## config.mk

```make
export PLATFORM = sky130hd
export DESIGN_NAME = score_bcd_converter
export DESIGN_NICKNAME = d
export VERILOG_FILES = /design/src/rtl/score_bcd_converter.sv
export SDC_FILE = /design/constraint.sdc
export NUM_CORES = 1
export LEC_CHECK = 0
export ABC_AREA = 0
export BUFFER_PORTS_ARGS = -buffer_cell sky130_fd_sc_hd__buf_4
export CELL_PAD_IN_SITES_DETAIL_PLACEMENT = 0
export CELL_PAD_IN_SITES_GLOBAL_PLACEMENT = 1
export CORE_ASPECT_RATIO = 1.5
export CORE_MARGIN = 4
export CORE_UTILIZATION = 30
export CTS_CLUSTER_SIZE = 40
export DETAILED_ROUTE_END_ITERATION = 6
export GPL_ROUTABILITY_DRIVEN = 0
export PLACE_DENSITY = 0.55
export SYNTH_ARGS = -nofsm -noshare
export SYNTH_HDL_FRONTEND = slang
export SYNTH_SLANG_ARGS = --single-unit
```

## constraint.sdc

```tcl
create_clock -name clk -period 1.6 [get_ports clk]
set_input_delay 0.32 -clock clk [delete_from_list [all_inputs] [get_ports clk]]
set_output_delay 0.32 -clock clk [all_outputs]
set_load 0.01 [all_outputs]
```

## src/rtl/score_bcd_converter.sv

```systemverilog
// ============================================================================
// score_bcd_converter : multi-channel binary-to-BCD converter (double dabble)
//   with saturation to all-9s and per-channel overflow flags.
// Revision: 1.0
// ============================================================================
`default_nettype none

module score_bcd_converter #(
  parameter int WIDTH    = 7,
  parameter int DIGITS   = 2,
  parameter int CHANNELS = 2
) (
  input  logic                         clk,
  input  logic                         reset,
  input  logic                         start,
  input  logic [CHANNELS*WIDTH-1:0]    bin_in,
  output logic                         busy,
  output logic                         done,
  output logic [CHANNELS*DIGITS*4-1:0] bcd_out,
  output logic [CHANNELS-1:0]          overflow
);

  localparam int                BW       = DIGITS * 4;
  localparam int                CNT_W    = (WIDTH > 1) ? $clog2(WIDTH) : 1;
  localparam logic [CNT_W-1:0]  CNT_INIT = CNT_W'(WIDTH - 1);
  localparam logic [31:0]       LIMIT    = 32'(10 ** DIGITS);

  typedef enum logic [1:0] {
    IDLE  = 2'd0,
    SHIFT = 2'd1,
    LOAD  = 2'd2
  } state_t;

  state_t                      state_q, state_d;
  logic [CNT_W-1:0]            cnt_q, cnt_d;
  logic [CHANNELS*WIDTH-1:0]   bin_q, bin_d;
  logic [CHANNELS*BW-1:0]      acc_q, acc_d;
  logic [CHANNELS-1:0]         ovf_pend_q, ovf_pend_d;
  logic [CHANNELS*BW-1:0]      bcd_q, bcd_d;
  logic [CHANNELS-1:0]         ovf_q, ovf_d;
  logic                        done_q, done_d;

  logic [CHANNELS*BW-1:0]      acc_sh;
  logic [CHANNELS*WIDTH-1:0]   bin_sh;
  logic [CHANNELS*BW-1:0]      load_bcd;
  logic [CHANNELS-1:0]         ovf_cap;

  for (genvar c = 0; c < CHANNELS; c++) begin : g_ch
    logic [BW-1:0]       adj;
    logic [BW+WIDTH-1:0] cat;

    always_comb begin
      adj = acc_q[c*BW +: BW];
      for (int d = 0; d < DIGITS; d++) begin
        if (adj[d*4 +: 4] >= 4'd5) adj[d*4 +: 4] = adj[d*4 +: 4] + 4'd3;
      end
    end

    // Carries out of the top digit are dropped; overflow saturation covers them.
    assign cat = {adj, bin_q[c*WIDTH +: WIDTH]} << 1;
    assign acc_sh[c*BW +: BW]       = cat[BW+WIDTH-1 -: BW];
    assign bin_sh[c*WIDTH +: WIDTH] = cat[WIDTH-1:0];
    assign ovf_cap[c]               = 32'(bin_in[c*WIDTH +: WIDTH]) >= LIMIT;
    assign load_bcd[c*BW +: BW]     = ovf_pend_q[c] ? {DIGITS{4'd9}} : acc_q[c*BW +: BW];
  end

  always_comb begin
    state_d    = state_q;
    cnt_d      = cnt_q;
    bin_d      = bin_q;
    acc_d      = acc_q;
    ovf_pend_d = ovf_pend_q;
    bcd_d      = bcd_q;
    ovf_d      = ovf_q;
    done_d     = 1'b0;
    case (state_q)
      IDLE: begin
        if (start) begin
          bin_d      = bin_in;
          acc_d      = '0;
          ovf_pend_d = ovf_cap;
          cnt_d      = CNT_INIT;
          state_d    = SHIFT;
        end
      end
      SHIFT: begin
        acc_d = acc_sh;
        bin_d = bin_sh;
        if (cnt_q == '0) state_d = LOAD;
        else             cnt_d   = cnt_q - CNT_W'(1);
      end
      LOAD: begin
        bcd_d   = load_bcd;
        ovf_d   = ovf_pend_q;
        done_d  = 1'b1;
        state_d = IDLE;
      end
      default: state_d = IDLE;
    endcase
  end

  always_ff @(posedge clk) begin
    if (reset) begin
      state_q    <= IDLE;
      cnt_q      <= '0;
      bin_q      <= '0;
      acc_q      <= '0;
      ovf_pend_q <= '0;
      bcd_q      <= '0;
      ovf_q      <= '0;
      done_q     <= 1'b0;
    end else begin
      state_q    <= state_d;
      cnt_q      <= cnt_d;
      bin_q      <= bin_d;
      acc_q      <= acc_d;
      ovf_pend_q <= ovf_pend_d;
      bcd_q      <= bcd_d;
      ovf_q      <= ovf_d;
      done_q     <= done_d;
    end
  end

  assign busy     = (state_q != IDLE);
  assign done     = done_q;
  assign bcd_out  = bcd_q;
  assign overflow = ovf_q;

endmodule

`default_nettype wire

```

# Word-level counts from Yosys, hierarchy flattened
# Cells that the tools add are included.
# op_classes
n_addsub	5
n_lt_le_gt_ge	6
eq_ne	5
n_mux	17
n_reduce_logical	8
# ops
cell	n
$pmux W16 S2	1
$pmux W14 S2	1
$ge A4 B3 Y1 const B	4
$mux W16	1
$mux W8	2
$ge A7 B7 Y1 const B	2
$mux W14	1
$mux W3	4
$add A4 B2 Y4 const B	2
$mux W4	2
$add A3 B2 Y3 const B	2
$ne A2 B2 Y1 const B	3
$pmux W3 S2	1
$reduce_and A2 Y1	3
$mux W2	2
$pmux W2 S2	1
$reduce_bool A2 Y1	2
$logic_not A3 Y1	1
$reduce_and A3 Y1	1
$sub A3 B1 Y3 const B	1
$eq A2 B1 Y1 const B	1
$eq A2 B2 Y1 const B	1
$logic_not A2 Y1	1
$mux W1	1
# totals
reg_bits	56
in_bits	17
output_inout_bits	20

# Logic depth before layout (Yosys ltp)
# depth
ltp_word	3
ltp_mapped	7

# Worst setup path before layout
# No wires, ideal clock.
# synth_path
path_type	register to register
from	register cnt_q[0]
to	register cnt_q[0]
arrival_time_ns	1.311
required_time_ns	1.472
slack_ns	0.161
stages_incl_launch_ff	8
cell_sequence	dfxtp_1 -> inv_1 -> ha_1 -> ha_1 -> nor3b_1 -> nor2_1 -> a21oi_1 -> nor2_1
# synth_between
elab_chain_cells	3
elab_cells_between_ends	6
cone_classes	add/sub (1); eq/ne (1); mux (2); reduce/logical (2)
# synth_lines
element	line	source
start: declaration	35	logic [CNT_W-1:0] cnt_q, cnt_d;
start signal: assignment	114	cnt_q <= cnt_d;
$sub A3 B1 Y3 / $logic_not A3 Y1 (equally long branches)	90, 89	
$mux W3 / $ne A2 B2 Y1 (equally long branches)	--	
$pmux W3 S2 / $reduce_and A3 Y1 (equally long branches)	--	
# Parallel ways exist; a longest one is shown, timed or not. The select of a mux whose other input is x is not followed.
# A chain may end at the register's enable or synchronous reset.

# Worst setup path after layout
# layout_path
from	register state_q[1]
to	output busy
# layout_between
elab_chain_cells	1
# layout_lines
element	line	source
start: declaration	34	state_t state_q, state_d;
start signal: assignment	113	state_q <= state_d;
$reduce_bool A2 Y1	124	assign busy = (state_q != IDLE);
end: declaration	17	output logic busy,
# No other way between the ends.

==> metrics <==
outcome=finished, final reports clean; Area Growth Syn to Fin=25.0%; number of buffer and inverter instances along the worst setup path=3; final instance area=between 3000 and 4000 sq um; Detail Route Antenna Nets=0; worst setup slack after layout=0.133 ns; root buffer selected by CTS=sky130_fd_sc_hd__clkbuf_16; Sequential cell area=1120 sq um; Post-synth ARST share=0%; detailed-route via count=2004; synthesis warning total=0; RSZ-0062 raised after global routing=no; post-synth top area cell=sky130_fd_sc_hd__dfxtp_1; count of buffers added by post-CTS timing repair for setup=0; worst slew margin relative to its limit=50.4%; worst r2r src=acc_q[5]$_SDFFE_PP0P_; startpoint of the worst setup timing path=state_q[1]$_SDFFE_PP0P_; count of flip-flops with a built-in enable after synthesis=0; netlist area before placement=roughly 2500 sq um; most common cell in the netlist=sky130_fd_sc_hd__dfxtp_1; IR drop worst, VDD=461 uV; library cells used by synthesis=32; top cells by count, synth=sky130_fd_sc_hd__dfxtp_1 (56), sky130_fd_sc_hd__nand2_1 (41), sky130_fd_sc_hd__nor2_1 (31); area of the multi-input gates=between 1000 and 1500 sq um; Row Count=40; Largest delay share family, worst path=buffers and inverters; Final period util=91.7%; via-per-instance ratio=4.66; CTS buffer count=5; worst setup path endpoint=busy; Total Routed Length=5760 um; final cell count without fillers=430; horizontal die dimension=81.8 um; synth top area cells=sky130_fd_sc_hd__dfxtp_1 (46%), sky130_fd_sc_hd__nand2_1 (6.3%), sky130_fd_sc_hd__ha_1 (5.1%), sky130_fd_sc_hd__nor2_1 (4.7%), sky130_fd_sc_hd__a21oi_1 (4.7%); most used flip-flop cell after synthesis=sky130_fd_sc_hd__dfxtp_1; placed cell areas=2900 sq um; pre-CTS setup slack=approximately 0.11 ns; top achievable clock speed=681 MHz; clock skew after layout=0.00495 ns; number of primary I/O pins=37; Min-Delay Path Depth=3; count of clock tree sinks=56; Worst R2R Setup Slack=between 0.15 and 0.2 ns; Port Buf Inserts=36; number of hold violations in the final report=0; TritonCTS clock tree=yes; worst reg2reg path depth=6; clock-pin slew on the worst setup and hold paths=0.07 ns; die extent in y=around 120 um; max_cap viols=0; portion of the post-synthesis area used by sequential elements=45.7%; layout cells sized above 1=roughly a fifth; kind of launch point of the worst setup path=register; DIE AREA=roughly 9700 sq um; maximum fanout count along the critical path=6; required time at the worst-slack endpoint=1.28 ns; worst-path cell chain=buf_4 > nor2_1 > inv_1 > buf_4; DRC violation count after routing=0; antenna violations before repair=0; delay of the slowest cell on the worst path=0.34 ns; GRT Util Overall=roughly an eighth; total gr overflow=0; worst endpoint data arrival time=1.15 ns; total number of cells along the worst setup path=4; # nets final=352; first-pass iteration count of the detailed router=4; H-tree levels=2; first-pass GRT wire length=9830 um; initial drt markers=36; via count of the first global-routing pass=2066; fraction of post-synthesis cell area in the top cell type by area=45.7%; core region area=between 8000 and 9000 sq um; clock insertion delay at the later pin of the skew report=0.29 ns; Worst Hold Margin=roughly 0.26 ns; endpoints failing setup=0; most common cell type on the critical path=sky130_fd_sc_hd__buf_4; Initial Util=30.6%; power density relative to cell area=1000 nW/um^2; slew at the pin with the worst max-slew slack=0.741 ns; half-perimeter wire length after placement=4210 um; net count of the mapped netlist=between 300 and 400; Slowest-stage cell, CP=sky130_fd_sc_hd__dfxtp_1; Gate Count Post-Synth=286; max-slew violation count=0; filler instances=853; critical path class=reg -> out; shortest period the worst path allows=1.47 ns; average wire per standard cell=13.4 um; total of flip-flops plus latches after synthesis=56; Static Leak=1.23 nW; worst reg2reg endpoint=acc_q[6]$_SDFFE_PP0P_; TNS Setup=0 ns; largest net degree at the start of global routing=25; placed cells=423; maximum buffer depth of the clock tree=2; Inserted Diodes=0; average footprint of a synthesized cell=roughly 8.6 sq um; worst hold path class=in -> reg; launch instance of the worst min-delay path=bin_in[0]; endpoint kind of the worst setup timing path=output pin
layer usage:
layer	wire, um	vias up	GRT usage [%]
met1	2520	905	14.7
met5	0	-	0
li1	-	1058	-
met3	238	7	3.20
met4	102	0	4.99
met2	2900	34	23.1
registers in the layout (all words and copies together), names as in the netlist:
| register | cells |
|---|---|
| acc_q | 16 |
| bcd_out | 16 |
| bin_q | 14 |
| cnt_q | 3 |
| done | 1 |
| overflow | 2 |
| ovf_pend_q | 2 |
| state_q | 2 |
through the flow:
stage | power, mW | util, %
4_1_cts | 3.13 | 38.1
2_1_floorplan | 1.80 | -
3_5_place_dp | 1.97 | 36.2
6_report | 3.08 | 38.3
3_3_place_gp | 1.97 | 36.2
5_1_grt | 3.23 | 38.3
what timing repair did:
| item | CTS | global route |
|---|---|---|
| setup endpoints to repair | 0 | 5 |
| resized for setup | 0 | 4 |
| hold buffers | 0 | 0 |
worst min-delay path: cells and delay by family:
kind	cells	cell delay [ns]
compound gates	1	0.05
buf+inv	1	0.07
simple gates	1	0.08
final cells by class:
| type | count | share of cell area (%) |
|---|---|---|
| multi-input cells | 200 | 39.7 |
| flip-flops and latches | 56 | 36.5 |
| repair buffers | 50 | 13.1 |
| clock buffers | 7 | 4.98 |
| well taps | 105 | 4.28 |
| inverters | 12 | 1.47 |
kinds of logic (layout without fill, tap and decap cells):
group           Yosys count  count (layout)  synth area share, %
simple gates            125             125                 23.9
flops                    56              56                 45.7
compound gates           55              55                 16.1
buf+inv                  30              69                 5.46
fa+ha+maj                10              10                 5.10
xor+xnor                  6               6                 2.14
mux                       4               4                 1.63
worst min-delay path by stage:
stage,to
CTS,bin_q[0]$_SDFFE_PP0P_
global route,bin_q[0]$_SDFFE_PP0P_
global placement,acc_q[0]$_SDFFE_PP0P_
floorplan,acc_q[0]$_SDFFE_PP0P_
finish,bin_q[0]$_SDFFE_PP0P_
detailed placement,acc_q[0]$_SDFFE_PP0P_
cell usage in the layout, fill, tap and decap left out, types with 8 or more instances in the layout:
master                     synthesis  routed
sky130_fd_sc_hd__a311oi_1          8       8
sky130_fd_sc_hd__dfxtp_1          56      56
sky130_fd_sc_hd__inv_1            12      12
sky130_fd_sc_hd__buf_4             3      48
sky130_fd_sc_hd__ha_1             10      10
sky130_fd_sc_hd__nand2_1          41      41
sky130_fd_sc_hd__nor3_1           21      21
sky130_fd_sc_hd__nor2_1           31      31
sky130_fd_sc_hd__a21oi_1          23      21
sky130_fd_sc_hd__a22o_1           10      10
where the power goes:
group / total [mW] / switching, mW / leakage, nW / internal (mW)
Sequential: 1.51 / 0.0439 / 0.456 / 1.46
Combinational: 0.426 / 0.240 / 0.698 / 0.186
Clock: 1.14 / 0.483 / 0.0760 / 0.658
Power figures use the tool's default switching activity.
